`src/rtl/audio_player.sv`:
```
// PCM playback from the shared ping/pong sample RAM into a 1-bit first-order sigma-delta (PDM) output.
// Optional macro AUDIO_PLAYER_UNDERRUN_HOLD_EN: on underrun keep the last sample instead of forcing midscale.
module audio_player #(
  parameter int DATA_WIDTH           = 16,
  parameter int SYS_CLK_FREQ_MHZ     = 100,
  parameter int SAMPLING_CLK_FREQ_HZ = 44100,
  parameter int PDM_CLK_DIV          = 32
) (
  input  logic                  HCLK,
  input  logic                  HRESETn,
  input  logic                  EN,
  input  logic                  ping_full,
  input  logic                  pong_full,
  output logic [10:0]           ram_addr,
  output logic                  ping_re,
  output logic                  pong_re,
  input  logic [DATA_WIDTH-1:0] ram_data_o,
  output logic                  ping_done,
  output logic                  pong_done,
  output logic                  underrun,
  output logic                  pdm_out
);
  localparam int SAMPLE_DIV = SYS_CLK_FREQ_MHZ * 1000000 / SAMPLING_CLK_FREQ_HZ;
  localparam int SCW        = $clog2(SAMPLE_DIV);
  localparam int PCW        = $clog2(PDM_CLK_DIV);
  localparam logic [DATA_WIDTH-1:0] MIDSCALE = {1'b1, {(DATA_WIDTH-1){1'b0}}};

  typedef enum logic [1:0] {IDLE, READ, LATCH} state_t;

  state_t                state_q, state_d;
  logic [11:0]           rd_ptr_q, rd_ptr_d;
  logic [DATA_WIDTH-1:0] sample_u_q, sample_u_d;
  logic [DATA_WIDTH-1:0] acc_q, acc_d;
  logic                  pdm_q, pdm_d;
  logic [SCW-1:0]        scnt_q, scnt_d;
  logic [PCW-1:0]        pcnt_q, pcnt_d;
  logic                  ping_done_q, ping_done_d;
  logic                  pong_done_q, pong_done_d;
  logic                  underrun_q, underrun_d;

  logic tick, pstb, cur_full;

  assign tick     = (scnt_q == SCW'(SAMPLE_DIV - 1));
  assign pstb     = (pcnt_q == PCW'(PDM_CLK_DIV - 1));
  assign cur_full = rd_ptr_q[11] ? pong_full : ping_full;

  always_comb begin
    state_d     = state_q;
    rd_ptr_d    = rd_ptr_q;
    sample_u_d  = sample_u_q;
    acc_d       = acc_q;
    pdm_d       = pdm_q;
    scnt_d      = tick ? '0 : scnt_q + SCW'(1);
    pcnt_d      = pstb ? '0 : pcnt_q + PCW'(1);
    ping_done_d = 1'b0;
    pong_done_d = 1'b0;
    underrun_d  = 1'b0;

    case (state_q)
      IDLE: begin
        if (tick) begin
          if (cur_full) begin
            state_d = READ;
          end else begin
            underrun_d = 1'b1;
`ifndef AUDIO_PLAYER_UNDERRUN_HOLD_EN
            sample_u_d = MIDSCALE;
`endif
          end
        end
      end
      READ:  state_d = LATCH;
      LATCH: begin
        // Signed PCM to offset binary so the modulator sees an unsigned level.
        sample_u_d = ram_data_o ^ MIDSCALE;
        rd_ptr_d   = rd_ptr_q + 12'd1;
        if (rd_ptr_q[10:0] == 11'h7FF) begin
          ping_done_d = ~rd_ptr_q[11];
          pong_done_d = rd_ptr_q[11];
        end
        state_d = IDLE;
      end
      default: state_d = IDLE;
    endcase

    // Carry out of the accumulator is the PDM bit.
    if (pstb) {pdm_d, acc_d} = {1'b0, acc_q} + {1'b0, sample_u_q};

    // Disabled playback parks every register at its reset value.
    if (!EN) begin
      state_d     = IDLE;
      rd_ptr_d    = '0;
      sample_u_d  = MIDSCALE;
      acc_d       = '0;
      pdm_d       = 1'b0;
      scnt_d      = '0;
      pcnt_d      = '0;
      ping_done_d = 1'b0;
      pong_done_d = 1'b0;
      underrun_d  = 1'b0;
    end
  end

  always_ff @(posedge HCLK) begin
    if (!HRESETn) begin
      state_q     <= IDLE;
      rd_ptr_q    <= '0;
      sample_u_q  <= MIDSCALE;
      acc_q       <= '0;
      pdm_q       <= 1'b0;
      scnt_q      <= '0;
      pcnt_q      <= '0;
      ping_done_q <= 1'b0;
      pong_done_q <= 1'b0;
      underrun_q  <= 1'b0;
    end else begin
      state_q     <= state_d;
      rd_ptr_q    <= rd_ptr_d;
      sample_u_q  <= sample_u_d;
      acc_q       <= acc_d;
      pdm_q       <= pdm_d;
      scnt_q      <= scnt_d;
      pcnt_q      <= pcnt_d;
      ping_done_q <= ping_done_d;
      pong_done_q <= pong_done_d;
      underrun_q  <= underrun_d;
    end
  end

  assign ram_addr  = rd_ptr_q[10:0];
  assign ping_re   = (state_q == READ) & ~rd_ptr_q[11];
  assign pong_re   = (state_q == READ) &  rd_ptr_q[11];
  assign ping_done = ping_done_q;
  assign pong_done = pong_done_q;
  assign underrun  = underrun_q;
  assign pdm_out   = pdm_q;
endmodule

```
`config.mk`:
```
export PLATFORM = sky130hd
export DESIGN_NAME = audio_player
export DESIGN_NICKNAME = d
export VERILOG_FILES = /design/src/rtl/audio_player.sv
export SDC_FILE = /design/constraint.sdc
export NUM_CORES = 1
export LEC_CHECK = 0
export BUFFER_PORTS_ARGS = -buffer_cell sky130_fd_sc_hd__buf_2
export CORE_MARGIN = 10
export CORE_UTILIZATION = 52
export DETAILED_ROUTE_END_ITERATION = 16
export PLACE_DENSITY = 0.82
export SYNTH_ARGS = -nofsm -noshare
export SYNTH_HDL_FRONTEND = slang
export SYNTH_SLANG_ARGS = --single-unit
```
`constraint.sdc`:
```
create_clock -name HCLK -period 2.06 [get_ports HCLK]
set_input_delay 0 -clock HCLK [delete_from_list [all_inputs] [get_ports HCLK]]
set_output_delay 0 -clock HCLK [all_outputs]
set_load 0.05 [all_outputs]
```
==> flow_summary.toml <==
[pwr]
p_sw_mw = 0.533
power_frac_seq_pct = 50.3
internal-power_mw = 2.05
p_leak_nw = 1.74
p_sw_share_pct = 20.6
p_per_area_nw_per_um2 = 612
p_clk_share_pct = 46.4
ir_worst_vdd_mv = 0.428
power_frac_comb_pct = 3.2

[critical_path]
crit_path_end_kind = "flip-flop"
r2r-start = "sample_u_q[0]$_SDFFE_PN0P_"
crit_chain = "ha_4 > inv_2 > fa_2 > nor2b_2 > o211ai_1 > a31oi_2 > buf_4 > o21a_1 > or3_1 > a32o_1"
worstSetupStartpointType = "flip-flop"
cp_data_required_time_ns = 2.29
crit_type = "reg2reg"
critPathMaxStageDelay_ns = 0.34
cp_data_arrival_time_ns = 2.45
cp_slowest_cell = "dfxtp_2"
path_buf_inv = 2
crit_family = "compound AO/OA/AOI/OAI gates"
cp_max_fo = 3
critical_path.startpoint = "sample_u_q[0]$_SDFFE_PN0P_"

[synthesis]
syn-num-nets = 415
synth-seq-area-share_pct = 40.4
synth_seq_cells = 67
synth_edf_count = 0
netlist.area_leader.share_pct = 40.4
syn_area_um2 = 3320
yosysTopAreaCell = "dfxtp_1"
synthDistinctLibCells = 47
async_reset_ff_share_pct = 0
yosysWarnings = 0
synthTopCellsByArea = "dfxtp_1 (40%), ha_1 (7.9%), nor2_1 (5.7%)"
syn_inst = 372
synthFlopType = "dfxtp_1"
synth_area_per_cell_um2 = 8.92

[routing]
drc = 0
routedWlPerCell_um = 15.2
antenna_left = 0
first_pass_iters = 5
vias = 2958
wl_um = 7990
viasPerCell = 5.63
drtIter0Drc = 195

[clock_tree]
htree_levels = 3
clock-sinks = 67
cts_tree = "yes"
clockBufferDepth = 2
cts_buffers = 9
cts_root_buffer = "clkbuf_8"
cts.clk_slew.worst_paths_ns = 0.07
worstSkewPairLatency_ns = 0.34

[global_route]
grt_pass1_vias = 2862
grt_use_total_pct = 15.9
antenna_found_initial = 0
grt_max_degree = 19
grt_pass1_wl_um = 13300
grt-ovfl-total = 0

[timing]
fin_crit_ns = 2.22
slew_violations = 0
final-setup-viol-count = 4
post-route-period-util_pct = 108
fin_skew_ns = 0.00938
max-slew-margin-rel_pct = 57.5
setup_slack_ns = -0.162
rsz0062_at_grt = "yes"
holdWs_ns = 0.0668
tightest_slew_ns = 0.636
fmax_mhz = 450
final_hold_viol_count = 0

[place]
dpl_worst_slack_ns = -0.155
place_hpwl_um = 5350
portBuffers = 37
gp_congestion = 0.823

[final_layout]
diodes = 0
area_growth_pct = 27.2
multi_input_area_um2 = 1920
seq_area_um2 = 1350
layout_commonest_cell = "dfxtp_1"
mostFrequentLayoutCells = "dfxtp_1 (59), nor2_1 (49), buf_2 (37)"
fill_cells = 476
nets = 487
drive_gt1_share_pct = 25.4

[hold_path]
hold_path.class = "in2reg"
hold_start = "EN"

[die]
ios = 38
die-area_um2 = 9970
initial_core_util_pct = 52.8
die_y_um = 99.9
coreArea_um2 = 6280
dieWidth_um = 99.9
fp-row-count = 29

[status]
status = "complete, but fails checks"
failed_checks = "setup timing"

[flow_run]
maxCapViolations = 0
[power groups by stage]
| stage | combinational, mW | clock [mW] | sequential [mW] |
|---|---|---|---|
| floorplan | 0.0231 | 0 | 1.33 |
| global placement | 0.0540 | 0 | 1.33 |
| detailed placement | 0.0554 | 0 | 1.33 |
| CTS | 0.0834 | 1.22 | 1.30 |
| global route | 0.0931 | 1.26 | 1.30 |
| finish | 0.0831 | 1.20 | 1.30 |
[routing by layer]
layer	vias to the layer above	part of all wire [%]	GRT usage [%]
li1	1452	-	-
met3	12	5.4	3.02
met2	81	51	27.5
met1	1413	42	18.9
met5	-	0	0
met4	0	1.5	6.17
[worst register-to-register path, delay by kind of cell, from the launching register on]
kind / cells / cell delay [ns]
adders and majority gates: 2 / 0.37
DFF: 1 / 0.34
and+or+nand+nor: 2 / 0.36
AOI/OAI and AO/OA: 4 / 0.82
buffers and inverters: 2 / 0.23
[worst paths after layout]
| check | cells after the start | to | slack [ns] |
|---|---|---|---|
| worst max-delay path | 10 | acc_q[8]$_SDFFE_PN0P_ | -0.16 |
| worst min-delay path | 3 | acc_q[14]$_SDFFE_PN0P_ | 0.07 |
| worst max register to register | 10 | acc_q[8]$_SDFFE_PN0P_ | -0.16 |
| worst min register to register | 2 | acc_q[10]$_SDFFE_PN0P_ | 0.45 |
[logic make-up after synthesis]
family                   share of synthesized area, %
adder cells (fa/ha/maj)                          8.53
AO/OA/AOI/OAI                                    17.1
flip-flops                                       40.4
XOR/XNOR                                         7.39
multiplexers                                     2.11
buffers and inverters                            5.39
AND/OR/NAND/NOR                                  19.0
[layout make-up]
class | count | share of cell area [%]
clock buffer | 11 | 3.35
clock inverter | 4 | 1.78
inverter | 13 | 1.16
multi-input combinational | 269 | 45.4
sequential | 67 | 32.1
tap | 77 | 2.28
timing repair buffer | 84 | 13.9
[what timing repair did]
action | in CTS | in global routing
resized for setup | 16 | 21
hold buffers | 19 | 0
setup endpoints to repair | 7 | 10
pin swaps | 10 | 21
hold endpoints to repair | 18 | 0
cloned | 0 | 0
setup buffers | 8 | 6
[through the flow]
step | cell area [um2] | cells | util [%] | total power [mW] | setup TNS [ns]
finish | 4220 | 525 | 67.2 | 2.58 | -0.206
global route | 4220 | 525 | 67.2 | 2.66 | -0.970
CTS | 4140 | 523 | 65.9 | 2.61 | -0.357
detailed placement | 3620 | 481 | 57.6 | 1.39 | -0.683
global placement | 3620 | 481 | 57.6 | 1.39 | -0.269
floorplan | 3330 | 372 | - | 1.35 | 0
[cell usage after synthesis (2+ instances only)]
master     n
buf_1      2
a22o_1    15
and3_1     8
nand3_1   13
a21oi_1   14
a31oi_1    3
a211oi_1   4
and2_1     4
nor4_1     2
nor3_1     8
nor2b_1    7
o21ai_0   19
xnor2_1   13
or3_1      7
clkbuf_1   8
a221o_1    2
a21o_1     4
mux2i_1    7
o21a_1     3
ha_1      21
xor2_1    15
nand2_1   23
or4_1      2
a32o_1     3
buf_2      2
a211o_1    2
nand4_1    4
inv_1     13
buf_4     11
dfxtp_1   67
nor2_1    50
[sequential cells by signal, indices dropped and copies added (netlist names)]
register,flops
scnt_q,12
acc_q,16
ping_done,1
state_q,2
pcnt_q,5
pong_done,1
sample_u_q,16
underrun,1
rd_ptr_q,12
pdm_out,1
No activity file was read; power rests on OpenSTA's default activity.
